==> src/rtl/tag_flush_sched.sv <==
// tag_flush_sched
//   Walks once over every downstream row buffer per pass. For each row it
//   picks one requesting column by round-robin, broadcasts that column's tag
//   (column index + 1; 0 means "no tag") with a one-hot flush strobe to the
//   row, then waits for the row to report a lock. If no lock arrives in time,
//   it raises a sticky error and moves on to the next row.
//
//   state | meaning
//   IDLE  | waiting for start
//   ARB   | pick a winner for row rp; hold while nothing is requested
//   FLUSH | one cycle: gnt / flush_tag / tag_out driven
//   WAIT  | waiting for row_lock[rp] or the lock timeout
//   DONE  | one-cycle done pulse, busy already low
//
// Ports
//   clk       : clock, rising edge
//   rstn      : asynchronous reset, active-low
//   start     : begin a pass (only honoured in IDLE)
//   req       : per-column request to publish its tag
//   row_lock  : per-row lock status from the row buffers
//   flush_tag : one-hot flush strobe to the row buffers
//   tag_out   : tag broadcast to all row buffers
//   gnt       : one-hot grant to the winning column
//   busy      : pass in progress
//   done      : one-cycle pulse at the end of a pass
//   err       : sticky lock-timeout flag, cleared by reset or accepted start
module tag_flush_sched #(
  parameter int NUM_COL = 4,
  parameter int NUM_ROW = 4,
  parameter int TIMEOUT = 15,
  localparam int TW = $clog2(NUM_COL) + 1
) (
  input  logic               clk,
  input  logic               rstn,
  input  logic               start,
  input  logic [NUM_COL-1:0] req,
  input  logic [NUM_ROW-1:0] row_lock,
  output logic [NUM_ROW-1:0] flush_tag,
  output logic [TW-1:0]      tag_out,
  output logic [NUM_COL-1:0] gnt,
  output logic               busy,
  output logic               done,
  output logic               err
);

  localparam int CW = (NUM_COL > 1) ? $clog2(NUM_COL) : 1;
  localparam int RW = $clog2(NUM_ROW) + 1;
  localparam int WW = $clog2(TIMEOUT) + 1;

  typedef enum logic [2:0] {IDLE, ARB, FLUSH, WAIT, DONE} state_t;

  state_t        state;
  logic [RW-1:0] rp;
  logic [WW-1:0] wcnt;
  logic [CW-1:0] last_winner;
  logic [CW-1:0] cur_win;

  logic [CW-1:0]      win;
  logic               win_found;
  logic [NUM_COL-1:0] win_oh;
  logic [NUM_ROW-1:0] row_oh;
  logic               lock_cur;
  logic [WW-1:0]      wcnt_nxt;
  logic               last_row;

  // Round-robin search: first requesting column at offsets 1..NUM_COL
  // from last_winner, wrapping modulo NUM_COL.
  always_comb begin
    logic [CW:0] cand;
    logic        hit;
    win       = last_winner;
    win_found = 1'b0;
    cand      = '0;
    hit       = 1'b0;
    for (int i = 1; i <= NUM_COL; i++) begin
      cand = {1'b0, last_winner} + (CW+1)'(i);
      if (cand >= (CW+1)'(NUM_COL))
        cand = cand - (CW+1)'(NUM_COL);
      hit = 1'b0;
      for (int j = 0; j < NUM_COL; j++)
        if (cand == (CW+1)'(j) && req[j])
          hit = 1'b1;
      if (!win_found && hit) begin
        win       = cand[CW-1:0];
        win_found = 1'b1;
      end
    end
  end

  always_comb begin
    win_oh = '0;
    for (int j = 0; j < NUM_COL; j++)
      if (win == CW'(j))
        win_oh[j] = 1'b1;
  end

  always_comb begin
    row_oh   = '0;
    lock_cur = 1'b0;
    for (int r = 0; r < NUM_ROW; r++)
      if (rp == RW'(r)) begin
        row_oh[r] = 1'b1;
        lock_cur  = row_lock[r];
      end
  end

  assign wcnt_nxt = wcnt + WW'(1);
  assign last_row = (rp == RW'(NUM_ROW - 1));

  always_ff @(posedge clk or negedge rstn) begin
    if (!rstn) begin
      state       <= IDLE;
      rp          <= '0;
      wcnt        <= '0;
      last_winner <= CW'(NUM_COL - 1);
      cur_win     <= '0;
      flush_tag   <= '0;
      tag_out     <= '0;
      gnt         <= '0;
      busy        <= 1'b0;
      done        <= 1'b0;
      err         <= 1'b0;
    end else begin
      case (state)
        IDLE: begin
          done <= 1'b0;
          if (start) begin
            state <= ARB;
            rp    <= '0;
            wcnt  <= '0;
            busy  <= 1'b1;
            err   <= 1'b0;
          end
        end
        ARB: begin
          if (win_found) begin
            state     <= FLUSH;
            cur_win   <= win;
            gnt       <= win_oh;
            flush_tag <= row_oh;
            tag_out   <= TW'(win) + TW'(1);
          end
        end
        FLUSH: begin
          state       <= WAIT;
          last_winner <= cur_win;
          wcnt        <= '0;
          gnt         <= '0;
          flush_tag   <= '0;
          tag_out     <= '0;
        end
        WAIT: begin
          // A lock seen on the timeout cycle wins over the timeout.
          if (lock_cur || wcnt_nxt == WW'(TIMEOUT)) begin
            if (!lock_cur)
              err <= 1'b1;
            wcnt <= '0;
            if (last_row) begin
              state <= DONE;
              busy  <= 1'b0;
              done  <= 1'b1;
            end else begin
              state <= ARB;
              rp    <= rp + RW'(1);
            end
          end else begin
            wcnt <= wcnt_nxt;
          end
        end
        DONE: begin
          state <= IDLE;
          done  <= 1'b0;
          rp    <= '0;
        end
        default: begin
          state <= IDLE;
        end
      endcase
    end
  end

endmodule

==> config.mk <==
export PLATFORM = sky130hd
export DESIGN_NAME = tag_flush_sched
export DESIGN_NICKNAME = d
export VERILOG_FILES = /design/src/rtl/tag_flush_sched.sv
export SDC_FILE = /design/constraint.sdc
export NUM_CORES = 1
export LEC_CHECK = 0
export ABC_AREA = 0
export BUFFER_PORTS_ARGS = -buffer_cell sky130_fd_sc_hd__buf_4
export CAP_MARGIN = 20
export CORE_MARGIN = 4
export CORE_UTILIZATION = 56
export DETAILED_ROUTE_END_ITERATION = 8
export PLACE_DENSITY_LB_ADDON = 0.15
export SYNTH_ARGS = -nofsm -noshare
export SYNTH_HDL_FRONTEND = slang
export SYNTH_SLANG_ARGS = --single-unit
==> constraint.sdc <==
create_clock -name clk -period 4 [get_ports clk]
set_clock_uncertainty 0.05 [all_clocks]
set_input_delay 0.2 -clock clk [delete_from_list [all_inputs] [get_ports clk]]
set_output_delay 0.2 -clock clk [all_outputs]
set_load 0.1 [all_outputs]
# Yosys cells after proc, flatten, opt, wreduce, memory -nomap -nowiden
# Cells that the tools add are included.
# classes
n_addsub,11
order_cmp,4
n_eq_ne,29
muxes,69
reduce_logical,44
# ops
cell,count
$mux W1,40
$eq A3 B2 Y1 const B,12
$mux W3,12
$logic_and A1 B1 Y1,19
$eq A3 B1 Y1 const B,6
$logic_not A3 Y1,6
$pmux W4 S2,2
$pmux W5 S3,1
$ge A3 B3 Y1 const B,4
$ne A2 B2 Y1 const B,6
$pmux W3 S4,1
$reduce_and A4 Y1,3
$sub A3 B3 Y3 const B,4
$mux W5,2
$pmux W3 S3,1
$mux W2,4
$mux W4,2
$add A2 B1 Y3 const B,2
$add A2 B2 Y3 const B,2
$pmux W1 S2,3
$pmux W3 S2,1
$reduce_and A2 Y1,3
$reduce_and A3 Y1,2
$reduce_bool A2 Y1,3
other kinds (12),16
# totals
regBits,29
inputBits,11
output_inout_bits,14
elab_cells,168

# Depth between registers and ports, before layout
# Gate-level depths: netlist of the first run.
# depth
depth_word,23
mapped_depth,12
depth_no_buf,10

# Least setup slack after synthesis of the first run
# Ideal clock, no wire load.
# synth_path
kind,reg2reg
from,reg last_winner[0]
to,reg tag_out[1]
setup_time_ns,0.083
t_arrival_ns,2.693
required_time_ns,3.867
slack_ns,1.175
stages_incl_launch_ff,11
n_path_buf,1
synth_period_minus_slack_ns,2.825
cell_sequence,dfstp_2 -> clkbuf_1 -> inv_1 -> ha_1 -> a22o_1 -> a221oi_1 -> o31ai_1 -> a221o_1 -> inv_1 -> ha_1 -> o21ai_0
# synth_between
elab_chain_cells,22
elab_cells_between_ends,83
cone_classes,9 x add/sub; 4 x order compare; 13 x eq/ne; 30 x mux; 27 x reduce/logical
# synth_lines
item,line,text
start: declaration,55,logic [CW-1:0] last_winner;
start signal: assignment,115,last_winner <= CW'(NUM_COL - 1);
start signal: assignment,146,last_winner <= cur_win;
$add A2 B1 Y3,76,"cand = {1'b0, last_winner} + (CW+1)'(i);"
$sub A3 B3 Y3 or $ge A3 B3 Y1 (tied branches),"78, 77",
$mux W3,77,if (cand >= (CW+1)'(NUM_COL))
$logic_not A3 Y1,81,if (cand == (CW+1)'(j) && req[j])
$logic_and A1 B1 Y1,81,
$mux W1 (4 in series),81,
$mux W1,83,if (!win_found && hit) begin
$logic_not A1 Y1,83,
(+3 left out),--,
$logic_and A1 B1 Y1,83,
$mux W1,83,
$logic_not A1 Y1,83,
$logic_and A1 B1 Y1,83,
$mux W2,83,
$add A2 B1 Y3,141,tag_out <= TW'(win) + TW'(1);
$mux W3,136,if (win_found) begin
$pmux W3 S2,124,case (state)
end signal: assignment,141,
end: declaration,39,"output logic [TW-1:0] tag_out,"
# Parallel ways exist; a longest one is shown, timed or not. The select of a mux whose other input is x is not followed.
# A chain may end at the register's enable or synchronous reset.

# Worst setup path after layout of the first run
# Ends and elaborated chain as after synthesis.

==> out/qor.yml, run 1 <==
synthesis:
  yosysTopAreaCellShare: 0.377
  netlist_area_um2: 1730
  synth-seq-area-share: 0.407
  synth-edff-count: 0
  ys_types: 50
  yosys-top-cells-area: "dfrtp_1, ha_1, nand2_1"
  synth.net_count: 205
  syn_inst: 181
  yosysTopAreaCell: "dfrtp_1"
  ys_ff_latch: 28
  async_reset_ff_frac: 1.00
  avgSynthCellArea_um2: 9.55
  yosys_most_used_dff: "dfrtp_1"
  ys.warnings.count: 0
placement:
  place_inst: 229
  globalplace.congestion: 0.865
  dp_hpwl_um: 2640
  numPortBuffers: 24
  dpl-instance-area_um2: 1910
cells_and_area:
  antenna_cells: 0
  final_nets: 228
  final_area_um2: 1970
  final_common_cell: "dfrtp_1"
  layout_common_cells: "dfrtp_1, buf_4, nand2_1"
  drive_gt1_frac: 0.202
  area_growth_pct: 14.0
  stdcell_count: 234
global_routing:
  grt_pass1_vias: 1367
  overflow: 0
  grt_use_total: 0.189
  grt_antenna_before_repair: 0
  grt_pass1_wl_um: 6240
  grt_max_degree: 29
die:
  die_x_um: 63.5
  core-area_um2: 2850
  die_h_um: 63.5
  start_util: 0.606
  die_area_um2: 4040
  std_cell_rows: 19
  ios: 25
timing:
  min_period_ns: 2.97
  setup_tns_ns: 0
  finalSetupViolations: 0
  max_freq_mhz: 337
  final_hold_viol_count: 0
  finalHoldWorstSlack_ns: 0.0804
  rsz0062_at_grt: "no"
  slew_headroom: 0.526
  worst_pin_slew_ns: 0.708
  fin_crit_sh: 0.742
  slew_violations: 0
status:
  status: "finished clean"
clocking:
  cts-htree-levels: 1
  cts_tree: "built"
  numCtsBuffers: 3
  cts_resized: 0
  cts_root_buf: "clkbuf_4"
  clk_latency_ns: 0.33
  clk_pin_slew_worst_paths_ns: 0.16
  clock_sinks: 28
  clockBufferDepth: 2
drt:
  drc: 0
  finalWirelength_um: 3590
  vias: 1437
  avgRoutedWirePerCell_um: 15.4
  antenna_left: 0
  drt_iter0_drc: 81
  vias_per_cell: 6.14
  firstDrtPassIters: 4
setup_path:
  worst-setup-path-type: "flip-flop to flip-flop"
  start_kind: "flip-flop"
  crit_fanout: 10
  cp-end-kind: "flip-flop"
  cp.required_ns: 4.22
  arrival_ns: 3.19
worst_hold_path:
  hp-class: "input port to flip-flop"
flow_run:
  max-cap-violations: 0
[through the flow]
step	utilization	setup WS, ns
2_1_floorplan	-	1.17
3_3_place_gp	0.669	1.21
3_5_place_dp	0.669	1.07
4_1_cts	0.691	1.06
5_1_grt	0.691	0.752
6_report	0.691	1.03
[repair_timing]
item | CTS | global route
hold endpoints to repair | 28 | 0
hold buffers | 1 | 0
setup buffers | 0 | 0
[registers in the layout (all words and copies together) (netlist names)]
register / cells
wcnt: 5
flush_tag: 4
gnt: 3
rp: 3
state: 3
tag_out: 3
cur_win: 2
last_winner: 2
busy: 1
done: 1
err: 1
[Yosys cell counts (2+ instances only)]
library cell and count:
a22oi_1 6, dfrtp_1 26, ha_1 13, clkbuf_1 4, nand2_1 20, and3_1 4, nor2_1 4, o21ai_0 13
a31oi_1 2, dfstp_2 2, mux2_2 3, a211oi_1 2, a21oi_1 6, a31o_2 3, a221o_1 2, nor3_1 5
o31ai_1 2, nor2b_1 4, a22o_1 5, nand3_1 8, inv_1 16, o21a_1 3
[worst max-delay path: stages, from the launching register on]
cell and delay (ns):
dfstp_2 0.66, inv_1 0.11, ha_1 0.26, a22o_1 0.21, a221oi_1 0.56, o31ai_1 0.18, a221o_1 0.43, inv_1 0.08
ha_1 0.21, o21ai_0 0.15
[kinds of logic after synthesis]
logic type                 share of synthesized area
xor gates and xnor gates                      0.0101
buffers and inverters                         0.0572
muxes                                         0.0282
and+or+nand+nor                                0.152
adders and majority gates                     0.0941
DFF                                            0.407
AOI/OAI and AO/OA                              0.251
[area by class of cell]
| cell class | instances | area (um^2) |
|---|---|---|
| clock buffers | 3 | 22.5 |
| well taps | 31 | 38.8 |
| flip-flops and latches | 28 | 703 |
| multi-input cells | 130 | 926 |
| inverters | 16 | 60.1 |
| clock inverters | 1 | 30.0 |
| fillers | 231 | 882 |
| repair buffers | 25 | 190 |
[layer usage]
layer  global-route usage  part of all wire
met3               0.0320             0.051
met4               0.0566            0.0081
met2                0.312              0.48
met1                0.253              0.46
met5                    0                 0
[worst paths after layout]
path | startpoint | depth (start not counted) | slack [ns] | end
min in group asynchronous | rstn | 2 | 0.25 | wcnt[1]
setup / recovery | last_winner[0] | 9 | 1.03 | tag_out[1]
hold reg to reg | err | 2 | 0.45 | err
hold / removal | start | 2 | 0.08 | busy
max in group asynchronous | rstn | 2 | 3.35 | last_winner[1]
setup reg to reg | last_winner[0] | 9 | 1.03 | tag_out[1]
Power of run 1 is left out: the tool's default activity adds up to more than one toggle a clock period on the data nets, which glitch-free logic cannot reach.
==> inputs of run 2 (changes only) <==
CORE_UTILIZATION = 51   (was 56)
clock period = 2.6 ns   (was 4 ns; I/O delays follow)
==> run 2 against run 1 <==
Effect of this change: maximum frequency is 19% higher; non-clock buffer count rose by 8; sequential cell count stayed put; wire length increased by 1.1%; global-route usage shrank 1.1 points; sequential share of layout area shrank 1.5 points; largest cell class unchanged; cell area increased by 4.3%; register-to-register slack got worse by 0.93 ns; die area increased by 8.5%; clock-buffer cell count increased by 1; critical path depth down 3.
==> out/qor.yml, run 2 (synthesis results as in run 1) <==
die:
  start_util: 0.548  # -0.0577
  core-area_um2: 3150  # +11%
  ios: 25  # unchanged
  die_h_um: 66.2  # +4.2%
  std_cell_rows: 20  # +1
  die_area_um2: 4380  # +8.5%
  die_x_um: 66.2  # +4.2%
drt:
  drt_iter0_drc: 104  # +28%
  drc: 0  # unchanged
  vias: 1439  # +0.14%
  firstDrtPassIters: 4  # unchanged
  avgRoutedWirePerCell_um: 14.2  # -7.2%
  finalWirelength_um: 3630  # +1.1%
  vias_per_cell: 5.64  # -8.1%
  antenna_left: 0  # unchanged
setup_path:
  cp-end-kind: "flip-flop"
  crit_fanout: 9  # -1
  worst-setup-path-type: "flip-flop to flip-flop"
  arrival_ns: 2.68  # -0.51 ns
  start_kind: "flip-flop"
  rr_worst_depth: 6  # -3
  cp.required_ns: 2.79  # -1.43 ns
flow_run:
  max-cap-violations: 0  # unchanged
timing:
  setup_tns_ns: 0  # unchanged
  finalSetupViolations: 0  # unchanged
  fin_crit_sh: 0.960  # +0.218
  slew_headroom: 0.632  # +0.106
  finalHoldWorstSlack_ns: 0.0632  # -0.0172 ns
  min_period_ns: 2.50  # -0.472 ns
  slew_violations: 0  # unchanged
  final_hold_viol_count: 0  # unchanged
  rsz0062_at_grt: "no"
  worst_pin_slew_ns: 0.551  # -0.157 ns
  max_freq_mhz: 401  # +19%
cells_and_area:
  area_growth_pct: 19.0
  final_common_cell: "buf_4"
  largest_register_ffs: 5  # unchanged
  top_register: "wcnt"
  final_nets: 236  # +3.5%
  layout_common_cells: "buf_4, dfrtp_1, nand2_1"
  drive_gt1_frac: 0.251  # +0.0492
  antenna_cells: 0  # unchanged
  reg.largest.list: "wcnt (5), flush_tag (4)"
global_routing:
  grt_max_degree: 29  # unchanged
  overflow: 0  # unchanged
  grt_antenna_before_repair: 0  # unchanged
  met3_usage: 0.0238  # -0.00816
  use_met1: 0.243  # -0.0108
  grt_use_total: 0.178  # -0.0109
  top_usage_layer: "met2"
  grt_pass1_vias: 1402  # +2.6%
  grt_pass1_wl_um: 6220  # -0.34%
  grtUsageMet2: 0.300  # -0.0117
clocking:
  numCtsBuffers: 3  # unchanged
  clockBufferDepth: 2  # unchanged
  clk_pin_slew_worst_paths_ns: 0.16  # about the same
  cts_tree: "built"
  cts-htree-levels: 1  # unchanged
  cts_root_buf: "clkbuf_4"
  post_cts_buffers: 0  # unchanged
  clk_latency_ns: 0.33  # about the same
  clock_sinks: 28  # unchanged
worst_hold_path:
  whs_path_depth: 3  # +1
  hp-class: "input port to flip-flop"
placement:
  globalplace.congestion: 0.805  # -6.8%
  dp_hpwl_um: 2680  # +1.6%
  numPortBuffers: 24  # unchanged
status:
  status: "finished clean"
-- run 2: routing by layer --
metal,vias to the layer above,wire length [um]
li1,715,-
met1,692,1810
met2,28,1690
met3,4,108
met4,0,26
met5,-,0
-- run 2: final timing paths --
path | end | startpoint | slack [ns]
max | cur_win[0] | last_winner[1] | 0.10
min | state[2] | row_lock[3] | 0.06
max reg2reg | cur_win[0] | last_winner[1] | 0.10
min reg2reg | cur_win[1] | cur_win[1] | 0.47
max in group asynchronous | last_winner[0] | rstn | 2.00
min in group asynchronous | wcnt[4] | rstn | 0.19
-- run 2: timing repair --
action | CTS | global route
hold endpoints to repair | 28 | 1
resized for setup | 0 | 4
setup endpoints to repair | 0 | 7
hold buffers | 1 | 1
-- run 2: cell type report --
class | instances | area, um^2
Fill cell | 270 | 1100
Multi-Input combinational cell | 130 | 948
Sequential cell | 28 | 703
Timing Repair Buffer | 33 | 253
Inverter | 16 | 60.1
Tap cell | 44 | 55.1
Clock buffer | 4 | 36.3
-- run 2: per-stage QoR --
stage                     utilization  instances  area, um^2  setup slack (ns)
after floorplan                     -        181        1740            0.0125
after global placement          0.629        249        1980            0.0948
after detailed placement        0.629        249        1980            0.0439
after CTS                       0.644        254        2030           0.00542
after global routing            0.652        255        2060          0.000363
final                           0.652        255        2060             0.103
-- run 2: worst max-delay path, cell delays in order, from the launching register on --
cell	delay [ns]
dfstp_2	0.56
inv_1	0.07
ha_2	0.20
a22o_1	0.26
a221o_2	0.39
o41a_1	0.53
mux2_4	0.34
Power of run 2 is left out for the same reason.
